--- src/rtl/pipe_ctrl_chain_pkg.sv ---
// Shared definitions for the control-signal pipeline: stage indices, bundle field
// offsets and the per-stage update priority.
`ifndef DEFINE_PIPE_CTRL_VH
`define DEFINE_PIPE_CTRL_VH
`define PIPE_E 0
`define PIPE_M 1
`define PIPE_W 2
`endif

package pipe_ctrl_chain_pkg;

  localparam int unsigned PipeE = 0;
  localparam int unsigned PipeM = 1;
  localparam int unsigned PipeW = 2;

  // Bit offsets of the named fields inside one W-bit control bundle.
  localparam int unsigned CtrlMemtoreg     = 0;
  localparam int unsigned CtrlMemwrite     = 1;
  localparam int unsigned CtrlAlusrc       = 2;
  localparam int unsigned CtrlRegdst       = 3;
  localparam int unsigned CtrlRegwrite     = 4;
  localparam int unsigned CtrlAlucontrol   = 5;
  localparam int unsigned CtrlAlucontrolW  = 5;
  localparam int unsigned CtrlHiloWrite    = 10;
  localparam int unsigned CtrlUsedBits     = 11;

  typedef enum logic [1:0] {
    ActLoad,
    ActBubble,
    ActHold,
    ActFlush
  } stageAct_e;

  // Flush beats hold, hold beats bubble insertion, bubble beats a normal load.
  function automatic stageAct_e stageAction(input logic flush, input logic hold,
                                            input logic prevHold);
    stageAct_e act;
    if (flush) begin
      act = ActFlush;
    end else if (hold) begin
      act = ActHold;
    end else if (prevHold) begin
      act = ActBubble;
    end else begin
      act = ActLoad;
    end
    return act;
  endfunction

endpackage

--- src/rtl/pipe_ctrl_stage.sv ---
// One pipeline stage: valid flop plus W-bit control payload with flush/hold/bubble/load
// selection. Payload is forced to zero whenever the stage is invalid.
module pipe_ctrl_stage
  import pipe_ctrl_chain_pkg::*;
#(
  parameter int unsigned W = 12
) (
  input  logic         clk,
  input  logic         rst,
  input  logic         flush,
  input  logic         hold,
  input  logic         prevHold,
  input  logic         loadValid,
  input  logic [W-1:0] loadCtrl,
  output logic         stageValid,
  output logic [W-1:0] stageCtrl
);

  logic         validQ, validD;
  logic [W-1:0] ctrlQ, ctrlD;
  stageAct_e    act;

  assign act = stageAction(flush, hold, prevHold);

  always_comb begin
    validD = validQ;
    ctrlD  = ctrlQ;
    unique case (act)
      ActFlush, ActBubble: begin
        validD = 1'b0;
        ctrlD  = '0;
      end
      ActHold: begin
        validD = validQ;
        ctrlD  = ctrlQ;
      end
      ActLoad: begin
        validD = loadValid;
        ctrlD  = loadValid ? loadCtrl : '0;
      end
      default: begin
        validD = 1'b0;
        ctrlD  = '0;
      end
    endcase
  end

  always_ff @(posedge clk or negedge rst) begin
    if (!rst) begin
      validQ <= 1'b0;
      ctrlQ  <= '0;
    end else begin
      validQ <= validD;
      ctrlQ  <= ctrlD;
    end
  end

  assign stageValid = validQ;
  assign stageCtrl  = ctrlQ;

endmodule

--- src/rtl/pipe_ctrl_chain.sv ---
// Generic control-bundle pipeline from decode through STAGES stages, with a stall-driven
// hold chain, per-stage held flags and a saturating bubble counter on the last stage.
module pipe_ctrl_chain
  import pipe_ctrl_chain_pkg::*;
#(
  parameter int unsigned W      = 12,
  parameter int unsigned STAGES = 3,
  parameter int unsigned CNTW   = 16
) (
  input  logic                  clk,
  input  logic                  rst,
  input  logic                  in_valid,
  input  logic [W-1:0]          in_ctrl,
  output logic                  in_ready,
  input  logic [STAGES-1:0]     stall,
  input  logic [STAGES-1:0]     flush,
  input  logic                  cnt_clr,
  output logic [STAGES-1:0]     stage_valid,
  output logic [STAGES*W-1:0]   stage_ctrl,
  output logic [STAGES-1:0]     stage_held,
  output logic [CNTW-1:0]       bubble_cnt
);

  logic [STAGES-1:0] hold;
  logic [STAGES-1:0] heldQ;
  logic [CNTW-1:0]   cntQ, cntD;

  for (genvar s = 0; s < STAGES; s++) begin : gStage
    logic         prevHold;
    logic         loadValid;
    logic [W-1:0] loadCtrl;

    // A stall freezes its own stage and everything upstream of it.
    assign hold[s] = |stall[STAGES-1:s];

    if (s == 0) begin : gHead
      assign prevHold  = 1'b0;
      assign loadValid = in_valid;
      assign loadCtrl  = in_ctrl;
    end else begin : gBody
      assign prevHold  = hold[s-1];
      assign loadValid = stage_valid[s-1];
      assign loadCtrl  = stage_ctrl[(s-1)*W +: W];
    end

    pipe_ctrl_stage #(
      .W (W)
    ) uStage (
      .clk        (clk),
      .rst        (rst),
      .flush      (flush[s]),
      .hold       (hold[s]),
      .prevHold   (prevHold),
      .loadValid  (loadValid),
      .loadCtrl   (loadCtrl),
      .stageValid (stage_valid[s]),
      .stageCtrl  (stage_ctrl[s*W +: W])
    );
  end

  assign in_ready = ~hold[0];

  always_ff @(posedge clk or negedge rst) begin
    if (!rst) begin
      heldQ <= '0;
    end else begin
      heldQ <= hold;
    end
  end

  assign stage_held = heldQ;

  // Clear beats increment; the counter sticks at all-ones.
  always_comb begin
    cntD = cntQ;
    if (cnt_clr) begin
      cntD = '0;
    end else if (!stage_valid[STAGES-1] && (cntQ != {CNTW{1'b1}})) begin
      cntD = cntQ + CNTW'(1);
    end
  end

  always_ff @(posedge clk or negedge rst) begin
    if (!rst) begin
      cntQ <= '0;
    end else begin
      cntQ <= cntD;
    end
  end

  assign bubble_cnt = cntQ;

endmodule

--- config.mk ---
export PLATFORM = sky130hd
export DESIGN_NAME = pipe_ctrl_chain
export DESIGN_NICKNAME = d
export VERILOG_FILES = /design/src/rtl/pipe_ctrl_chain_pkg.sv /design/src/rtl/pipe_ctrl_stage.sv /design/src/rtl/pipe_ctrl_chain.sv
export SDC_FILE = /design/constraint.sdc
export NUM_CORES = 1
export LEC_CHECK = 0
export CORE_MARGIN = 1.5
export CORE_UTILIZATION = 45
export DETAILED_ROUTE_END_ITERATION = 8
export DONT_BUFFER_PORTS = 1
export PLACE_DENSITY = 0.65
export SLEW_MARGIN = 20
export SYNTH_ARGS = -nofsm -noshare
export SYNTH_HDL_FRONTEND = slang
export SYNTH_HIERARCHICAL = 1
export SYNTH_SLANG_ARGS = --single-unit
--- constraint.sdc ---
create_clock -name clk -period 2.6 [get_ports clk]
set_clock_uncertainty 0.15 [all_clocks]
set_input_delay 0.13 -clock clk [delete_from_list [all_inputs] [get_ports clk]]
set_output_delay 0.13 -clock clk [all_outputs]
set_load 0.05 [all_outputs]
==> results.py <==
metrics = {
    "final_layout": {
        "fillCellCount": 529,
        "multiInputGateArea_mm2": 0.00126,
        "register_area_mm2": 0.00145,
        "final_net_count": 335,
        "area_growth_pct": 19.9,
        "diodes": 0,
        "drive_gt1_share_pct": 16.1,
        "utilization_pct": 56.9,
    },
    "sta": {
        "setup_violations": 0,
        "finalCritPeriodShare_pct": 82.9,
        "tns_ns": 0,
        "rsz0062_at_grt": "false",
        "worst_pin_slew_ns": 0.780,
        "min_period_ns": 2.16,
        "hold_viol": 0,
        "slew_headroom_pct": 47.8,
        "slew_violations": 0,
        "fmax_ghz": 0.464,
    },
    "global_routing": {
        "antenna_found_initial": 0,
        "gr-total-overflow": 0,
        "grt_max_degree": 59,
        "grt_first_pass_wirelength_mm": 11.2,
        "grt_pass1_vias": 2103,
        "grt_usage_pct": 20.4,
    },
    "detailed_routing": {
        "dr.pass1.iters": 4,
        "ant_nets": 0,
        "vias": 2278,
        "avgRoutedWirePerCell_um": 17.6,
        "via_per_inst": 5.81,
        "route.final.wire_length_mm": 6.90,
        "drc": 0,
        "drtIter0Drc": 115,
    },
    "synthesis": {
        "syn_inst": 272,
        "yosysTopAreaCell": "dfrtp_1",
        "synth_top_area_share_pct": 50.4,
        "synthDistinctLibCells": 34,
        "synthTopCellsByArea": "dfrtp_1 50%, nand4bb_1 14%, a21oi_1 8.7%, nand2_1 5.7%, buf_6 2.7%",
        "synth_ff_type": "dfrtp_1",
        "avgSynthCellArea_um2": 10.6,
        "synth_edf_count": 0,
        "yosys_warnings": 6,
        "yosysSeqAreaShare_pct": 50.4,
        "ys_ff_latch": 58,
        "synth_most_common_cell": "dfrtp_1",
        "synth_common_cells": "58 x dfrtp_1, 50 x a21oi_1, 44 x nand2_1",
        "synthArstFlopShare_pct": 100,
        "syn-cell-area_mm2": 0.00288,
    },
    "pwr": {
        "irDropWorstVdd_uv": 445,
        "finalPower_mw": 1.91,
        "leakagePower_nw": 1.38,
        "power.density_mw_per_mm2": 553,
    },
    "clock_tree": {
        "cts.sinks": 58,
        "cts_made_buffers": 9,
        "clock_latency_ns": 0.33,
        "tritoncts": "built",
        "cts_buffer_depth": 2,
        "path_clk_slew_ns": 0.07,
        "cts-root-buf": "clkbuf_8",
        "htreeDepth": 3,
    },
    "die": {
        "die_h_um": 83.0,
        "die_area_mm2": 0.00688,
        "ios": 81,
        "fp-row-count": 28,
        "initial_core_util_pct": 47.5,
        "die_w_um": 83.0,
        "coreArea_mm2": 0.00606,
    },
    "worst_hold_path": {
        "hp-class": "input port to async pin",
    },
    "job": {
        "maxCapViolCount": 0,
    },
    "critical_path": {
        "crit_chain": "buf_4 > and3_1 > nand4_1 > or4_2 > a21oi_1",
        "crit_slowest_cell": "or4_2",
        "critical_path_arrival_ns": 2.25,
        "critPathRequiredTime_ns": 2.69,
        "path_max_fanout": 8,
        "cp-start-kind": "flop",
        "endpoint_kind": "flop",
        "cpLargestDelayFamily": "simple AND/OR/NAND/NOR gates",
        "cp_slowest_stage_delay_ns": 0.63,
        "critPathBufInv": 1,
        "path_class": "flop to flop",
    },
    "placement": {
        "dpl.hpwl_mm": 4.34,
        "place.gp.congestion": 0.812,
        "io_buffers": 0,
    },
    "run_status": {
        "status": "complete, no violations",
    },
}
cell type report:
class                           count  area share [%]
Clock buffer                       14            4.71
Tap cell                           75            2.72
Inverter                            3           0.326
Timing Repair Buffer               47            12.5
Clock inverter                      2            1.02
Multi-Input combinational cell    193            36.6
Sequential cell                    58            42.1
sequential cells by signal (all words and copies together) (netlist names):
name,count
bubble_cnt,16
gStage.uStage/stageCtrl,36
gStage.uStage/stageValid,3
stage_held,3
where the power goes:
part           total [mW]  switching [mW]  internal (mW)  leakage, nW
sequential          0.932          0.0216          0.910        0.797
clock               0.840           0.344          0.495        0.101
combinational       0.138          0.0836         0.0542        0.478
total                1.91           0.450           1.46         1.38
logic make-up (layout without fill, tap and decap cells):
logic type	count (synthesis)	count (layout)	share of synthesized area (%)
AOI/OAI and AO/OA	68	68	13.3
xor gates and xnor gates	1	1	0.304
adders and majority gates	1	1	0.435
buffers and inverters	24	66	6.04
DFF	58	58	50.4
muxes	1	1	0.348
other	1	4	0.130
and+or+nand+nor	118	118	29.0
layout by cell type, fill, tap and decap left out, types with 3 or more instances in the layout:
cell type	instances
conb_1	4
nor2_1	3
inv_1	3
a21oi_1	50
clkbuf_8	11
or3_2	4
and3_1	3
nand4bb_1	36
or4_2	4
o31ai_1	8
or4_1	3
a21oi_2	3
o21ai_0	5
or3_1	4
nand3_1	3
nand2_1	44
dlygate4sd3_1	24
nand4_1	6
dfrtp_1	58
buf_4	22
clkbuf_1	3
or3b_1	3
metrics by stage:
| step | hold WS (ns) | setup slack, ns | cell area, um2 | instances |
|---|---|---|---|---|
| floorplan | -0.316 | 0.231 | 2890 | 275 |
| global placement | -0.314 | 0.576 | 2990 | 351 |
| detailed placement | -0.314 | 0.483 | 2990 | 351 |
| CTS | 0.159 | 0.471 | 3450 | 392 |
| global route | 0.217 | 0.296 | 3450 | 392 |
| finish | 0.185 | 0.445 | 3450 | 392 |
per-layer routing:
metal	share of wire (%)	vias up	global-route usage, %
met5	0	-	0
met4	1.7	0	8.18
met3	6.3	11	6.16
met2	45	87	29.9
met1	47	1092	28.3
li1	-	1088	-
path summary, 6_finish.rpt:
kind	start	endpoint	slack [ns]	cells past startpoint
worst max register to register	bubble_cnt[2]	bubble_cnt[11]	0.44	5
worst min register to register	gStage[1].uStage/stageValid	gStage[2].uStage/stageCtrl[5]	0.46	2
max in group asynchronous	rst	gStage[2].uStage/stageCtrl[8]	1.87	2
min in group clk	stall[0]	stage_held[0]	0.20	1
worst min-delay path	rst	bubble_cnt[12]	0.18	2
worst max-delay path	bubble_cnt[2]	bubble_cnt[11]	0.44	5
repair_timing:
action                                  CTS  global route
hold buffers                             25             0
hold endpoints to repair                114             0
endpoints found under the setup margin    0             0
setup buffers                             0             0
gates resized for setup                   0             0
No activity file was read; power rests on OpenSTA's default activity.
